**config.mk**
```make
export PLATFORM = sky130hd
export DESIGN_NAME = hamming_rx_decoder_flat
export DESIGN_NICKNAME = d
export VERILOG_FILES = /design/src/rtl/hamming_rx_decoder_if.sv /design/src/rtl/hamming_rx_decoder.sv /design/src/flat_wrapper.sv
export SDC_FILE = /design/constraint.sdc
export NUM_CORES = 1
export LEC_CHECK = 0
export ABC_CLOCK_PERIOD_IN_PS = 3000
export CORE_MARGIN = 3
export CORE_UTILIZATION = 55
export CTS_BUF_LIST = sky130_fd_sc_hd__clkbuf_16
export DETAILED_ROUTE_END_ITERATION = 10
export HOLD_SLACK_MARGIN = 0.03
export PLACE_DENSITY = 0.91
export SLEW_MARGIN = 20
export SYNTH_ARGS = -nofsm -noshare
export SYNTH_HDL_FRONTEND = slang
export SYNTH_SLANG_ARGS = --single-unit
```
**constraint.sdc**
```tcl
create_clock -name clk_i -period 3 [get_ports clk_i]
set_clock_uncertainty 0.05 [all_clocks]
set_input_delay 0.6 -clock clk_i [delete_from_list [all_inputs] [get_ports clk_i]]
set_output_delay 0.6 -clock clk_i [all_outputs]
set_load 0.005 [all_outputs]
```
**src/rtl/hamming_rx_decoder_if.sv**
```systemverilog
// ---------------------------------------------------------------------------
// hamming_rx_decoder_if
// Byte stream in, decoded package out, for hamming_rx_decoder.
//
// Signals:
//   rx_data_i        [7:0]  received byte from the RS-232 receiver
//   rx_valid_i              one-cycle strobe, rx_data_i valid
//   data_o           [7:0]  decoded data byte (held until next valid_o)
//   valid_o                 one-cycle strobe, data_o and flags valid
//   corrected_o             single error corrected, qualified by valid_o
//   uncorrectable_o         double/illegal error, qualified by valid_o
//   timeout_o               one-cycle strobe, partial package discarded
//
// Handshake: both directions are valid-only strobes with no ready/backpressure.
// The decoder accepts a byte in every cycle rx_valid_i is high, and the
// consumer must take a result in the single cycle valid_o is high.
//
// Modports: slave = decoder side, master = byte source / result consumer.
// ---------------------------------------------------------------------------
interface hamming_rx_decoder_if;
    logic [7:0] rx_data_i;
    logic       rx_valid_i;
    logic [7:0] data_o;
    logic       valid_o;
    logic       corrected_o;
    logic       uncorrectable_o;
    logic       timeout_o;

    modport slave (
        input  rx_data_i, rx_valid_i,
        output data_o, valid_o, corrected_o, uncorrectable_o, timeout_o
    );

    modport master (
        output rx_data_i, rx_valid_i,
        input  data_o, valid_o, corrected_o, uncorrectable_o, timeout_o
    );
endinterface

```
**src/rtl/hamming_rx_decoder.sv**
```systemverilog
// ---------------------------------------------------------------------------
// hamming_rx_decoder
// Assembles two received bytes (high first) into a 16-bit extended Hamming
// package, corrects single errors, flags double errors, and keeps saturating
// counts of corrected and uncorrectable packages. A high byte left waiting
// for TIMEOUT_CYCLES idle cycles is discarded with a timeout_o pulse.
//
// Ports:
//   clk_i          clock
//   rst_i          synchronous active-high reset
//   cnt_clr_i      synchronous clear of both error counters (wins over +1)
//   rx             hamming_rx_decoder_if.slave (byte in, decoded result out)
//   corr_cnt_o     saturating count of corrected packages
//   uncorr_cnt_o   saturating count of uncorrectable packages
//   state_dbg_o    assembly FSM state (0 = IDLE, 1 = WAIT_LOW)
//
// Pipeline: low byte in cycle N -> package register end of N -> decode
// register end of N+1 -> valid_o in cycle N+2.
// ---------------------------------------------------------------------------
module hamming_rx_decoder #(
    parameter int unsigned TIMEOUT_CYCLES = 2000
) (
    input  logic                       clk_i,
    input  logic                       rst_i,
    input  logic                       cnt_clr_i,
    hamming_rx_decoder_if.slave        rx,
    output logic [15:0]                corr_cnt_o,
    output logic [15:0]                uncorr_cnt_o,
    output logic                       state_dbg_o
);

    typedef enum logic {
        IDLE     = 1'b0,
        WAIT_LOW = 1'b1
    } state_t;

    // Timeout fires in the idle cycle where the count would reach
    // TIMEOUT_CYCLES; a byte arriving in that same cycle still wins.
    localparam logic [15:0] TMO_LAST = 16'(TIMEOUT_CYCLES - 1);

    state_t      state_q, state_d;
    logic [7:0]  hi_q, hi_d;
    logic [15:0] tmo_q, tmo_d;
    logic        timeout_q, timeout_d;
    logic [15:0] pkg_q, pkg_d;
    logic        pkg_vld_q, pkg_vld_d;
    logic [7:0]  data_q, data_d;
    logic        valid_q, valid_d;
    logic        corr_q, corr_d;
    logic        uncorr_q, uncorr_d;
    logic [15:0] corr_cnt_q, corr_cnt_d;
    logic [15:0] uncorr_cnt_q, uncorr_cnt_d;

    logic [3:0]  syn;
    logic        par;
    logic        dec_corr;
    logic        dec_uncorr;
    logic [15:0] fixed;

    // Byte assembly and timeout
    always_comb begin
        state_d   = state_q;
        hi_d      = hi_q;
        tmo_d     = tmo_q;
        timeout_d = 1'b0;
        pkg_d     = pkg_q;
        pkg_vld_d = 1'b0;
        case (state_q)
            IDLE: begin
                if (rx.rx_valid_i) begin
                    hi_d    = rx.rx_data_i;
                    tmo_d   = '0;
                    state_d = WAIT_LOW;
                end
            end
            WAIT_LOW: begin
                if (rx.rx_valid_i) begin
                    pkg_d     = {hi_q, rx.rx_data_i};
                    pkg_vld_d = 1'b1;
                    tmo_d     = '0;
                    state_d   = IDLE;
                end else if (tmo_q == TMO_LAST) begin
                    timeout_d = 1'b1;
                    tmo_d     = '0;
                    state_d   = IDLE;
                end else begin
                    tmo_d = tmo_q + 16'd1;
                end
            end
            default: state_d = IDLE;
        endcase
    end

    // Syndrome: each mask selects the positions whose index has bit k set
    // (bit 0, the overall parity, is never part of a syndrome bit).
    always_comb begin
        syn[0] = ^(pkg_q & 16'hAAAA);
        syn[1] = ^(pkg_q & 16'hCCCC);
        syn[2] = ^(pkg_q & 16'hF0F0);
        syn[3] = ^(pkg_q & 16'hFF00);
        par    = ^pkg_q;
    end

    // Correction and data extraction
    always_comb begin
        fixed      = pkg_q;
        dec_corr   = 1'b0;
        dec_uncorr = 1'b0;
        if (par) begin
            // Odd overall parity: single error, at position syn (0 = bit 0).
            dec_corr = 1'b1;
            if (syn != 4'd0) begin
                fixed[syn] = ~pkg_q[syn];
            end
        end else if (syn != 4'd0) begin
            dec_uncorr = 1'b1;
        end
    end

    // Decode register and counters; results hold until the next package.
    always_comb begin
        data_d       = data_q;
        corr_d       = corr_q;
        uncorr_d     = uncorr_q;
        valid_d      = pkg_vld_q;
        corr_cnt_d   = corr_cnt_q;
        uncorr_cnt_d = uncorr_cnt_q;
        if (pkg_vld_q) begin
            data_d   = {fixed[12:9], fixed[7:5], fixed[3]};
            corr_d   = dec_corr;
            uncorr_d = dec_uncorr;
            if (dec_corr && corr_cnt_q != 16'hFFFF) begin
                corr_cnt_d = corr_cnt_q + 16'd1;
            end
            if (dec_uncorr && uncorr_cnt_q != 16'hFFFF) begin
                uncorr_cnt_d = uncorr_cnt_q + 16'd1;
            end
        end
        if (cnt_clr_i) begin
            corr_cnt_d   = '0;
            uncorr_cnt_d = '0;
        end
    end

    always_ff @(posedge clk_i) begin
        if (rst_i) begin
            state_q      <= IDLE;
            hi_q         <= '0;
            tmo_q        <= '0;
            timeout_q    <= 1'b0;
            pkg_q        <= '0;
            pkg_vld_q    <= 1'b0;
            data_q       <= '0;
            valid_q      <= 1'b0;
            corr_q       <= 1'b0;
            uncorr_q     <= 1'b0;
            corr_cnt_q   <= '0;
            uncorr_cnt_q <= '0;
        end else begin
            state_q      <= state_d;
            hi_q         <= hi_d;
            tmo_q        <= tmo_d;
            timeout_q    <= timeout_d;
            pkg_q        <= pkg_d;
            pkg_vld_q    <= pkg_vld_d;
            data_q       <= data_d;
            valid_q      <= valid_d;
            corr_q       <= corr_d;
            uncorr_q     <= uncorr_d;
            corr_cnt_q   <= corr_cnt_d;
            uncorr_cnt_q <= uncorr_cnt_d;
        end
    end

    assign rx.data_o          = data_q;
    assign rx.valid_o         = valid_q;
    assign rx.corrected_o     = corr_q;
    assign rx.uncorrectable_o = uncorr_q;
    assign rx.timeout_o       = timeout_q;
    assign corr_cnt_o         = corr_cnt_q;
    assign uncorr_cnt_o       = uncorr_cnt_q;
    assign state_dbg_o        = state_q;

endmodule
```
**src/flat_wrapper.sv**
```systemverilog
// flat-port wrapper written by rule: the top's interface ports become plain ports
module hamming_rx_decoder_flat 
#(
    parameter int unsigned TIMEOUT_CYCLES = 2000
)
  (clk_i, rst_i, cnt_clr_i, corr_cnt_o, uncorr_cnt_o, state_dbg_o, rx_rx_data_i, rx_rx_valid_i, rx_data_o, rx_valid_o, rx_corrected_o, rx_uncorrectable_o, rx_timeout_o);
  hamming_rx_decoder_if rx_i ();
  input  logic clk_i;
  input  logic rst_i;
  input  logic cnt_clr_i;
  output logic [15:0] corr_cnt_o;
  output logic [15:0] uncorr_cnt_o;
  output logic state_dbg_o;
  input wire logic [$bits(rx_i.rx_data_i)-1:0] rx_rx_data_i;
  input wire logic [$bits(rx_i.rx_valid_i)-1:0] rx_rx_valid_i;
  output wire logic [$bits(rx_i.data_o)-1:0] rx_data_o;
  output wire logic [$bits(rx_i.valid_o)-1:0] rx_valid_o;
  output wire logic [$bits(rx_i.corrected_o)-1:0] rx_corrected_o;
  output wire logic [$bits(rx_i.uncorrectable_o)-1:0] rx_uncorrectable_o;
  output wire logic [$bits(rx_i.timeout_o)-1:0] rx_timeout_o;
  assign rx_i.rx_data_i = rx_rx_data_i;
  assign rx_i.rx_valid_i = rx_rx_valid_i;
  assign rx_data_o = rx_i.data_o;
  assign rx_valid_o = rx_i.valid_o;
  assign rx_corrected_o = rx_i.corrected_o;
  assign rx_uncorrectable_o = rx_i.uncorrectable_o;
  assign rx_timeout_o = rx_i.timeout_o;
  hamming_rx_decoder #(.TIMEOUT_CYCLES(TIMEOUT_CYCLES)) u_core (.clk_i(clk_i), .rst_i(rst_i), .cnt_clr_i(cnt_clr_i), .rx(rx_i), .corr_cnt_o(corr_cnt_o), .uncorr_cnt_o(uncorr_cnt_o), .state_dbg_o(state_dbg_o));
endmodule
```
==> metrics.log <==
[metrics] pins over their slew limit: 0
[metrics] critical path startpoint: u_core.pkg_q[6]
[metrics] insertion delay of the later-clocked pin in the worst-skew pair: between 300 and 400 ps
[metrics] crit-path leading delay family: XOR/XNOR gates
[metrics] path type of the worst min-delay path: reg2reg
[metrics] EDFF count, synth: 0
[metrics] Post-Synthesis Cells: 570
[metrics] Highest Clock Rate: 0.3480 GHz
[metrics] critical path class: reg2reg
[metrics] estimated wirelength of the detail-placed design: 8.317 mm
[metrics] endpoint class of the critical path: flop
[metrics] power density over cell area: about 500 nW/µm²
[metrics] Tcrit/Tclk final: 95.79%
[metrics] CP arrival: 3080 ps
[metrics] die width: 96.81 µm
[metrics] crit path time final: 2874 ps
[metrics] area of the core: 7848 µm²
[metrics] Vias/cell: 6.152
[metrics] status: finished, final reports clean
[metrics] slowest CP cell: sky130_fd_sc_hd__dfxtp_1
[metrics] via count of the routed design: 4479
[metrics] number of iterations in the first detailed-routing pass: 5
[metrics] count of different cell masters after synthesis: 61
[metrics] dominant synthesized flop cell: sky130_fd_sc_hd__dfxtp_1
[metrics] required time of the critical path: 3210 ps
[metrics] sum of internal, switching and leakage power: 0.002763 W
[metrics] initial cell density of the core: between 50% and 60%
[metrics] layout net count: between 600 and 700
[metrics] overall routing resource usage: 24.65%
[metrics] proportion of synthesized flip-flops having asynchronous set or reset: 0%
[metrics] Netlist Area Pre-Place: approximately 4500 µm²
[metrics] wire length of the first global-routing pass: 19.55 mm
[metrics] Reg clk slew, reported paths: 60 ps
[metrics] ANT cells: 0
[metrics] setup slack, reg-to-reg: 130 ps
[metrics] DR WL/cell: 16.36 µm
[metrics] antenna violations before repair: 0
[metrics] vias in the first global route: approximately 4200
[metrics] Filler Cells Inserted: 623
[metrics] CTS sink cnt: 86
[metrics] DRC violations left: 0
[metrics] wirelength, routed: approximately 12 mm
[metrics] share of total power consumed by net switching: 24.36%
[metrics] ordered cell list for the critical path: xor2_1, xor2_2, xnor2_1, xor2_1, buf_4, nand3_1, or3_1, a21oi_1
[metrics] switching power of the nets: 0.0006731 W
[metrics] CTS buffer count: 9
[metrics] Antenna Nets Post-Route: 0
[metrics] Maximum Capacitance Violations: 0
[metrics] synthesis-to-finish area growth: 22.40%
[metrics] Pleak: 1.854 nW
[metrics] floorplan row count: 32
[metrics] setup repair after global routing missed its margin: true
[metrics] buffering stage count on the worst path with inverters included: 1
[metrics] final hold vios: 0
[metrics] Worst slew margin: 50.42%
[metrics] total instance count after detailed placement: 712
[metrics] grt total ovfl: 0
[metrics] Final Hold Slack: 405.8 ps
[metrics] flop and latch count out of synthesis: 86
[metrics] internal power consumption: 0.002090 W
[metrics] Synthesized Nets: just under 600
[metrics] final setup violation count: 0
[metrics] Hold Startpoint: u_core.hi_q[4]
[metrics] largest vdd supply drop: between 0.0003 and 0.0004 V
[metrics] share of cells above drive strength 1: 8.946%
[metrics] most used cells in the layout excluding fill and tap cells: sky130_fd_sc_hd__nand2_1 (86), sky130_fd_sc_hd__dfxtp_1 (86), sky130_fd_sc_hd__a21oi_1 (61)
[metrics] clock root buffer master: sky130_fd_sc_hd__clkbuf_16
[metrics] count of boundary I/O pins: 57
[metrics] most frequent CP cell: sky130_fd_sc_hd__xor2_1
[metrics] share of total power in sequential cells: 42.6%
[metrics] worst r2r src: u_core.pkg_q[6]
[metrics] RePlAce Congestion: 0.8544
[metrics] sort of element at the start of the critical path: flop
[metrics] crit path max fanout: 9
[metrics] combinational share of power: between 10% and 20%
[metrics] Die ar.: 9372 µm²
[metrics] Max H-tree Level: 3
[metrics] count of placed standard cells in the final layout, fillers left out: approximately 730
[metrics] slew at the pin with the worst max-slew slack: 738.4 ps
[metrics] Final WS setup: 126.2 ps
[metrics] clock tree from TritonCTS: yes
[metrics] largest net degree at the start of global routing: 56
[metrics] synth warn: 0
[metrics] part of the Yosys area used for sequential elements: 37.96%
[metrics] fraction of the core area covered by cells at the end of the flow: 70.74%
[metrics] clock share of power: 45.7%
[metrics] PortBufs: 56
[metrics] dpl ws: around 170 ps
[metrics] hold buffers post-CTS: 0
[metrics] number of design-rule violations left by the first detailed-router iteration: 288
[metrics] buffers from clock root to sink, at most: 2
[metrics] delay of the slowest critical-path stage: between 400 and 500 ps
[metrics] vertical die dimension: 96.81 µm
[metrics] synthesized area per cell: 7.957 µm²
-- final timing paths --
check	end	cells past startpoint
setup / recovery	u_core.corr_cnt_o[12]	8
hold / removal	u_core.hi_q[4]	2
setup reg to reg	u_core.corr_cnt_o[12]	8
hold reg to reg	u_core.hi_q[4]	2
-- flip-flops by register name, summed over array words and instances (netlist names) --
register                   flops
u_core.tmo_q                  16
u_core.rx.valid_o              1
u_core.corr_cnt_o             16
u_core.rx.corrected_o          1
u_core.uncorr_cnt_o           16
u_core.hi_q                    8
u_core.rx.uncorrectable_o      1
u_core.pkg_q                  16
u_core.rx.timeout_o            1
u_core.pkg_vld_q               1
u_core.state_dbg_o             1
u_core.rx.data_o               8
-- stage by stage --
step / setup TNS (ps) / cell area (µm²)
4_1_cts: 0 / 5532
5_1_grt: -202.7 / 5552
2_1_floorplan: 0 / 4536
3_5_place_dp: 0 / 5192
6_report: 0 / 5552
3_3_place_gp: 0 / 5192
-- power groups by stage --
stage	Sequential [W]	Combinational (W)	Clock (W)
after floorplan	0.00119	0.000223	0
after detailed placement	0.00120	0.000312	0
after global placement	0.00120	0.000305	0
after global routing	0.00118	0.000358	0.00133
after CTS	0.00118	0.000317	0.00127
final	0.00118	0.000326	0.00126
-- worst reg2reg max path, cell delays in order, from the launching register on --
cell and delay (ps):
sky130_fd_sc_hd__dfxtp_1 490, sky130_fd_sc_hd__xor2_1 400, sky130_fd_sc_hd__xor2_2 360, sky130_fd_sc_hd__xnor2_1 230
sky130_fd_sc_hd__xor2_1 290, sky130_fd_sc_hd__buf_4 180, sky130_fd_sc_hd__nand3_1 250, sky130_fd_sc_hd__or3_1 400
sky130_fd_sc_hd__a21oi_1 150
-- kinds of logic after synthesis --
family / Yosys count / synth area share [%]
fa+ha+maj: 3 / 0.8277
xor+xnor: 37 / 9.021
mux: 4 / 0.9104
buf+inv: 38 / 3.476
simple gates: 253 / 27.20
compound gates: 149 / 20.61
flops: 86 / 37.96
-- area by class of cell --
type / count / area [µm²] / share of cell area, %
Multi-Input combinational cell: 446 / 2676 / 48.21
Clock buffer: 9 / 225.2 / 4.057
Inverter: 9 / 33.78 / 0.6085
Clock inverter: 7 / 113.9 / 2.051
Tap cell: 102 / 127.6 / 2.299
Timing Repair Buffer: 69 / 653.1 / 11.76
Sequential cell: 86 / 1722 / 31.01
-- routing by layer --
| layer | up-vias | share of wire, % | GRT usage (%) |
|---|---|---|---|
| li1 | 2166 | - | - |
| met1 | 2092 | 42 | 31.28 |
| met2 | 196 | 51 | 42.25 |
| met3 | 25 | 5.6 | 3.461 |
| met4 | 0 | 2.1 | 9.611 |
| met5 | - | 0 | 0 |
-- Yosys cell counts (4+ instances only) --
library cell,instances,area (µm²)
sky130_fd_sc_hd__o21ai_0,25,125.1
sky130_fd_sc_hd__buf_2,5,25.02
sky130_fd_sc_hd__o32ai_1,4,35.03
sky130_fd_sc_hd__inv_1,9,33.78
sky130_fd_sc_hd__a21oi_1,61,305.3
sky130_fd_sc_hd__a311oi_1,6,52.55
sky130_fd_sc_hd__o31ai_1,10,75.07
sky130_fd_sc_hd__nor2_1,56,210.2
sky130_fd_sc_hd__a31oi_1,10,62.56
sky130_fd_sc_hd__or3_1,13,81.33
sky130_fd_sc_hd__nor3_1,13,65.06
sky130_fd_sc_hd__or4_1,10,75.07
sky130_fd_sc_hd__nand2_1,86,322.8
sky130_fd_sc_hd__xor2_1,8,70.07
sky130_fd_sc_hd__dfxtp_1,86,1722
sky130_fd_sc_hd__nand4_1,13,81.33
sky130_fd_sc_hd__o211ai_1,5,37.54
sky130_fd_sc_hd__xnor2_1,20,175.2
sky130_fd_sc_hd__nand3_1,17,85.08
sky130_fd_sc_hd__or2_2,8,50.05
sky130_fd_sc_hd__o22ai_1,5,31.28
sky130_fd_sc_hd__nand3b_1,5,37.54
sky130_fd_sc_hd__nor2b_1,7,43.79
sky130_fd_sc_hd__a22oi_1,5,37.54
sky130_fd_sc_hd__nor4_1,5,31.28
sky130_fd_sc_hd__xor2_2,5,81.33
sky130_fd_sc_hd__clkbuf_1,21,78.83
sky130_fd_sc_hd__and3_1,8,50.05
-- timing repair --
| action | CTS | global route |
|---|---|---|
| resized for setup | 0 | 3 |
| buffers inserted | 0 | 0 |
| hold endpoints to repair | 0 | 0 |
| setup endpoints to repair | 0 | 11 |
Note: power is estimated with default switching activity, not from simulation.
